<file path="src/rtl/vga_plot_arbiter.sv">
// Round-robin arbiter sharing the single vga_adapter pixel-write port among
// several draw engines; grants are held for a whole burst with a watchdog bound.

module vga_plot_lane #(
  parameter int X_W = 9,
  parameter int Y_W = 9,
  parameter int C_W = 3
) (
  input  logic           i_gnt,
  input  logic           i_plot,
  input  logic [X_W-1:0] i_x,
  input  logic [Y_W-1:0] i_y,
  input  logic [C_W-1:0] i_c,
  output logic           o_hit,
  output logic [X_W-1:0] o_x,
  output logic [Y_W-1:0] o_y,
  output logic [C_W-1:0] o_c
);
  // Masked lane data; the one-hot grant lets the top OR the lanes together.
  assign o_hit = i_gnt & i_plot;
  assign o_x   = i_x & {X_W{o_hit}};
  assign o_y   = i_y & {Y_W{o_hit}};
  assign o_c   = i_c & {C_W{o_hit}};
endmodule

module vga_plot_arbiter #(
  parameter int N_REQ     = 4,
  parameter int X_W       = 9,
  parameter int Y_W       = 9,
  parameter int C_W       = 3,
  parameter int MAX_BURST = 4096
) (
  input  logic                 CLOCK_50,
  input  logic                 resetn,
  input  logic [N_REQ-1:0]     req,
  input  logic [N_REQ-1:0]     plot_in,
  input  logic [N_REQ*X_W-1:0] x_in,
  input  logic [N_REQ*Y_W-1:0] y_in,
  input  logic [N_REQ*C_W-1:0] colour_in,
  output logic [N_REQ-1:0]     gnt,
  output logic                 busy,
  output logic [X_W-1:0]       x,
  output logic [Y_W-1:0]       y,
  output logic [C_W-1:0]       colour,
  output logic                 plot
);
  localparam int IW = $clog2(N_REQ);
  localparam int CW = $clog2(MAX_BURST);

  typedef enum logic [1:0] {S_IDLE, S_GRANT, S_GAP} state_t;

  state_t           r_state;
  logic [N_REQ-1:0] r_gnt;
  logic             r_busy;
  logic [IW-1:0]    r_idx;
  logic [IW-1:0]    r_rr;
  logic [CW-1:0]    r_cnt;
  logic             r_plot;
  logic [X_W-1:0]   r_x;
  logic [Y_W-1:0]   r_y;
  logic [C_W-1:0]   r_c;

  logic [N_REQ-1:0]          w_hit;
  logic [N_REQ-1:0][X_W-1:0] w_lx;
  logic [N_REQ-1:0][Y_W-1:0] w_ly;
  logic [N_REQ-1:0][C_W-1:0] w_lc;
  logic [X_W-1:0]            w_x;
  logic [Y_W-1:0]            w_y;
  logic [C_W-1:0]            w_c;
  logic                      w_found;
  logic [IW-1:0]             w_pick;
  logic                      w_rel;

  genvar gi;
  generate
    for (gi = 0; gi < N_REQ; gi++) begin : g_lane
      vga_plot_lane #(.X_W(X_W), .Y_W(Y_W), .C_W(C_W)) u_lane (
        .i_gnt (r_gnt[gi]),
        .i_plot(plot_in[gi]),
        .i_x   (x_in[gi*X_W +: X_W]),
        .i_y   (y_in[gi*Y_W +: Y_W]),
        .i_c   (colour_in[gi*C_W +: C_W]),
        .o_hit (w_hit[gi]),
        .o_x   (w_lx[gi]),
        .o_y   (w_ly[gi]),
        .o_c   (w_lc[gi])
      );
    end
  endgenerate

  always_comb begin
    w_x = '0;
    w_y = '0;
    w_c = '0;
    for (int i = 0; i < N_REQ; i++) begin
      w_x = w_x | w_lx[i];
      w_y = w_y | w_ly[i];
      w_c = w_c | w_lc[i];
    end
  end

  // Scan from the farthest offset down so the nearest requester to r_rr wins.
  always_comb begin
    int s;
    w_found = 1'b0;
    w_pick  = '0;
    s       = 0;
    for (int o = N_REQ - 1; o >= 0; o--) begin
      s = int'(r_rr) + o;
      if (s >= N_REQ) s = s - N_REQ;
      if (req[s]) begin
        w_found = 1'b1;
        w_pick  = IW'(s);
      end
    end
  end

  assign w_rel = !req[r_idx] || (r_cnt == CW'(MAX_BURST - 1));

  always_ff @(posedge CLOCK_50 or negedge resetn) begin
    if (!resetn) begin
      r_state <= S_IDLE;
      r_gnt   <= '0;
      r_busy  <= 1'b0;
      r_idx   <= '0;
      r_rr    <= '0;
      r_cnt   <= '0;
    end else begin
      case (r_state)
        S_IDLE: begin
          if (w_found) begin
            r_state <= S_GRANT;
            r_gnt   <= {{(N_REQ-1){1'b0}}, 1'b1} << w_pick;
            r_busy  <= 1'b1;
            r_idx   <= w_pick;
            r_cnt   <= '0;
          end
        end
        S_GRANT: begin
          if (w_rel) begin
            r_state <= S_GAP;
            r_gnt   <= '0;
            r_busy  <= 1'b0;
            r_cnt   <= '0;
            r_rr    <= (r_idx == IW'(N_REQ - 1)) ? '0 : r_idx + IW'(1);
          end else begin
            r_cnt   <= r_cnt + CW'(1);
          end
        end
        S_GAP:   r_state <= S_IDLE;
        default: begin
          r_state <= S_IDLE;
          r_gnt   <= '0;
          r_busy  <= 1'b0;
        end
      endcase
    end
  end

  // Pixel data holds between strobes so vga_adapter always sees the last pixel.
  always_ff @(posedge CLOCK_50 or negedge resetn) begin
    if (!resetn) begin
      r_plot <= 1'b0;
      r_x    <= '0;
      r_y    <= '0;
      r_c    <= '0;
    end else begin
      r_plot <= |w_hit;
      if (|w_hit) begin
        r_x <= w_x;
        r_y <= w_y;
        r_c <= w_c;
      end
    end
  end

  assign gnt    = r_gnt;
  assign busy   = r_busy;
  assign plot   = r_plot;
  assign x      = r_x;
  assign y      = r_y;
  assign colour = r_c;
endmodule

</file>
<file path="config.mk">
export PLATFORM = sky130hd
export DESIGN_NAME = vga_plot_arbiter
export DESIGN_NICKNAME = d
export VERILOG_FILES = /design/src/rtl/vga_plot_arbiter.sv
export SDC_FILE = /design/constraint.sdc
export NUM_CORES = 1
export LEC_CHECK = 0
export CAP_MARGIN = 20
export CORE_ASPECT_RATIO = 0.7
export CORE_MARGIN = 3
export CORE_UTILIZATION = 43
export DETAILED_ROUTE_END_ITERATION = 7
export PLACE_DENSITY = 0.84
export RECOVER_POWER = 50
export SLEW_MARGIN = 20
export SYNTH_ARGS = -nofsm -noshare
export SYNTH_HDL_FRONTEND = slang
export SYNTH_HIERARCHICAL = 1
export SYNTH_SLANG_ARGS = --single-unit
</file>
<file path="constraint.sdc">
create_clock -name CLOCK_50 -period 2.28 [get_ports CLOCK_50]
set_input_delay 0.57 -clock CLOCK_50 [delete_from_list [all_inputs] [get_ports CLOCK_50]]
set_output_delay 0.57 -clock CLOCK_50 [all_outputs]
set_load 0.01 [all_outputs]
</file>
==> results.ini <==
[clock_network]
clock-root-buffer = clkbuf_8
worstSkewPairLatency_ns = 0.30
hold_buffers = 0
cts.reportedPaths.clkPinSlew_ns = 0.09
cts_tree = done
cts.sinks = 45
numCtsBuffers = 5
h-tree-depth = 2
post_cts_buffers = 0
post_cts_resized = 0
clk_path_buf_depth = 2

[finish]
layout-drive-gt1-share_pct = 12.0
diodes = 0
areaGrowthSynthToFinish_pct = 50.2
stdcell_count = 520
register_area_sq_um = 1130
multi_input_area_sq_um = 1520
fillers = 517
final_nets = 537

[power_and_ir_drop]
leakagePower_nw = 2.08
finalPower_mw = 4.08
power_density_nw_per_um2 = 957
vdd_drop_max_v = 0.000571

[critical_path]
cp_cell_sequence = clkdlybuf4s50_1 > and2_2 > nor4_1 > clkbuf_1 > o21ai_0
cp_max_fo = 6
endpoint_kind = flip-flop
critPathRequiredTime_ns = 2.44
cp.arrival_ns = 2.18
critical_path_buf_inv_count = 2
reg2reg_depth = 5
start_kind = input port
worstSetupPathType = input port to flip-flop
r2r_start = gnt[2]
timing.rr.end = colour[2]
path_delay_family = simple AND/OR/NAND/NOR gates
slowest_delay_ns = 0.59
reg2reg_slack_ns = 0.27
crit_slowest_cell = nor4_1

[timing]
worstMarginPinSlew_ns = 1.11
setup_violations = 0
clock_skew_ns = 0.0108
slew_viol_final = 0
final-hold-violation-count = 0
timing.fmax_ghz = 0.495
grt_setup_unrepaired = false
post-route-period-util_pct = 88.6
finalCriticalPeriod_ns = 2.02
slew_headroom_pct = 26.0

[route]
wl_per_cell_um = 18.7
drtAntennaViolNets = 0
dr_total_vias = 3008
first_iter_violations = 241
drcViolationCount = 0
via_per_inst = 5.78
finalWirelength_um = 9720
drt-pass1-iter-count = 5

[synth]
syn-num-nets = 411
synth_cell_types = 47
synth_seq_cells = 45
synth.avg_cell_area_sq_um = 9.00
yosysTopAreaCell = dfrtp_1
yosysSeqAreaShare_pct = 39.7
synth-edff-count = 0
synthTopCellsByCount = and3_1, dfrtp_1, nand2_1
synthTopCellsByArea = dfrtp_1, and3_1, nor4_1
netlist_area_sq_um = 2840
ys_warn_count = 6
synth_ff_type = dfrtp_1
synth_most_common_cell = and3_1
synth.top_cell.area_share_pct = 39.7
async_flop_share_pct = 100
synth_cells = 315

[die]
initial_core_util_pct = 45.0
die_h_um = 74.0
design.core.area_sq_um = 6310
dieArea_sq_um = 7620
dieWidth_um = 103
num_rows = 24
pin_count = 121

[worst_hold_path]
hold-path-endpoint = y[3]
hold_start = y[3]
hold_path_class = flip-flop to flip-flop
hold_path_depth = 2

[grt]
grt-ovfl-total = 0
grt_pass1_wl_um = 15000
grt_max_degree = 46
antenna_found_initial = 0
grt_pass1_vias = 2963
grt.total_usage_pct = 25.8

[placed_design]
io_buffers = 120
dp_hpwl_um = 7130
placed_cells = 512
gp_congestion = 0.843

[run]
maxCapViolations = 0

[run_status]
status = finished, final reports clean

[state kept, by name, summed over array words and instances (netlist names)]
| name | flops |
|---|---|
| y | 9 |
| r_idx | 2 |
| r_rr | 2 |
| busy | 1 |
| gnt | 4 |
| plot | 1 |
| r_cnt | 12 |
| x | 9 |
| r_state | 2 |
| colour | 3 |
[power by group]
| group | switching, mW | internal, mW |
|---|---|---|
| registers | 0.240 | 1.10 |
| logic | 1.05 | 1.08 |
| clock network | 0.282 | 0.329 |
| total | 1.57 | 2.51 |
[final cells by class]
cell class / instances / share of cell area (%)
multi-input combinational: 240 / 35.8
inverter: 8 / 0.705
clock inverter: 2 / 0.910
timing repair buffer: 141 / 32.2
sequential: 45 / 26.4
clock buffer: 6 / 1.70
tap: 78 / 2.29
[worst register-to-register path, stage by stage, from the launching register on]
cell      delay, ns
dfrtp_1        0.49
buf_4          0.26
and2_2         0.21
nor4_1         0.50
clkbuf_1       0.28
o21ai_0        0.15
[how the worst max path moves through the flow]
stage / end / depth (start not counted) / startpoint
after global placement: r_rr[1] / 5 / req[3]
after floorplan: x[0] / 6 / plot_in[1]
after detailed placement: r_rr[1] / 5 / req[3]
after CTS: r_rr[1] / 5 / req[1]
after global routing: colour[2] / 5 / gnt[2]
final: colour[2] / 5 / plot_in[1]
[per-layer routing]
| metal | up-vias | GRT usage [%] | share of wire, % |
|---|---|---|---|
| met3 | 16 | 5.06 | 5.9 |
| met4 | 0 | 8.62 | 2.3 |
| met5 | - | 0 | 0 |
| met2 | 117 | 45.6 | 50 |
| met1 | 1439 | 31.9 | 41 |
| li1 | 1436 | - | - |
[stage by stage]
| step | TNS, ns | util [%] | cell area, sq um | hold WS [ns] | worst slack (ns) |
|---|---|---|---|---|---|
| global route | 0 | 67.6 | 4260 | 0.500 | 0.146 |
| detailed placement | -0.0968 | 66.0 | 4160 | 0.470 | -0.0419 |
| global placement | 0 | 66.0 | 4160 | 0.464 | 0.00753 |
| CTS | 0 | 67.8 | 4270 | 0.363 | 0.273 |
| finish | 0 | 67.6 | 4260 | 0.479 | 0.259 |
| floorplan | 0 | - | 2840 | 0.274 | 0.308 |
[kinds of logic after synthesis]
kind of cell / count (synthesis) / synth area share (%)
compound gates: 63 / 14.6
fa+ha+maj: 2 / 0.882
buf+inv: 30 / 6.57
flops: 45 / 39.7
mux: 4 / 1.98
simple gates: 171 / 36.2
[cell usage in the layout, fill, tap and decap left out, drive strengths merged, types with 4 or more instances in the layout]
| master | netlist | layout |
|---|---|---|
| clkdlybuf4s50 | 0 | 111 |
| and3 | 84 | 84 |
| dfrtp | 45 | 45 |
| nand2 | 29 | 29 |
| o21ai | 29 | 29 |
| nor4 | 23 | 23 |
| buf | 17 | 20 |
| a21oi | 13 | 13 |
| inv | 8 | 8 |
| dlygate4sd3 | 0 | 8 |
| clkbuf | 5 | 8 |
| nand3 | 5 | 5 |
| or3 | 5 | 5 |
| a32o | 4 | 4 |
| and2 | 4 | 4 |
| nand4 | 4 | 4 |
(Power assumes the default switching activity.)
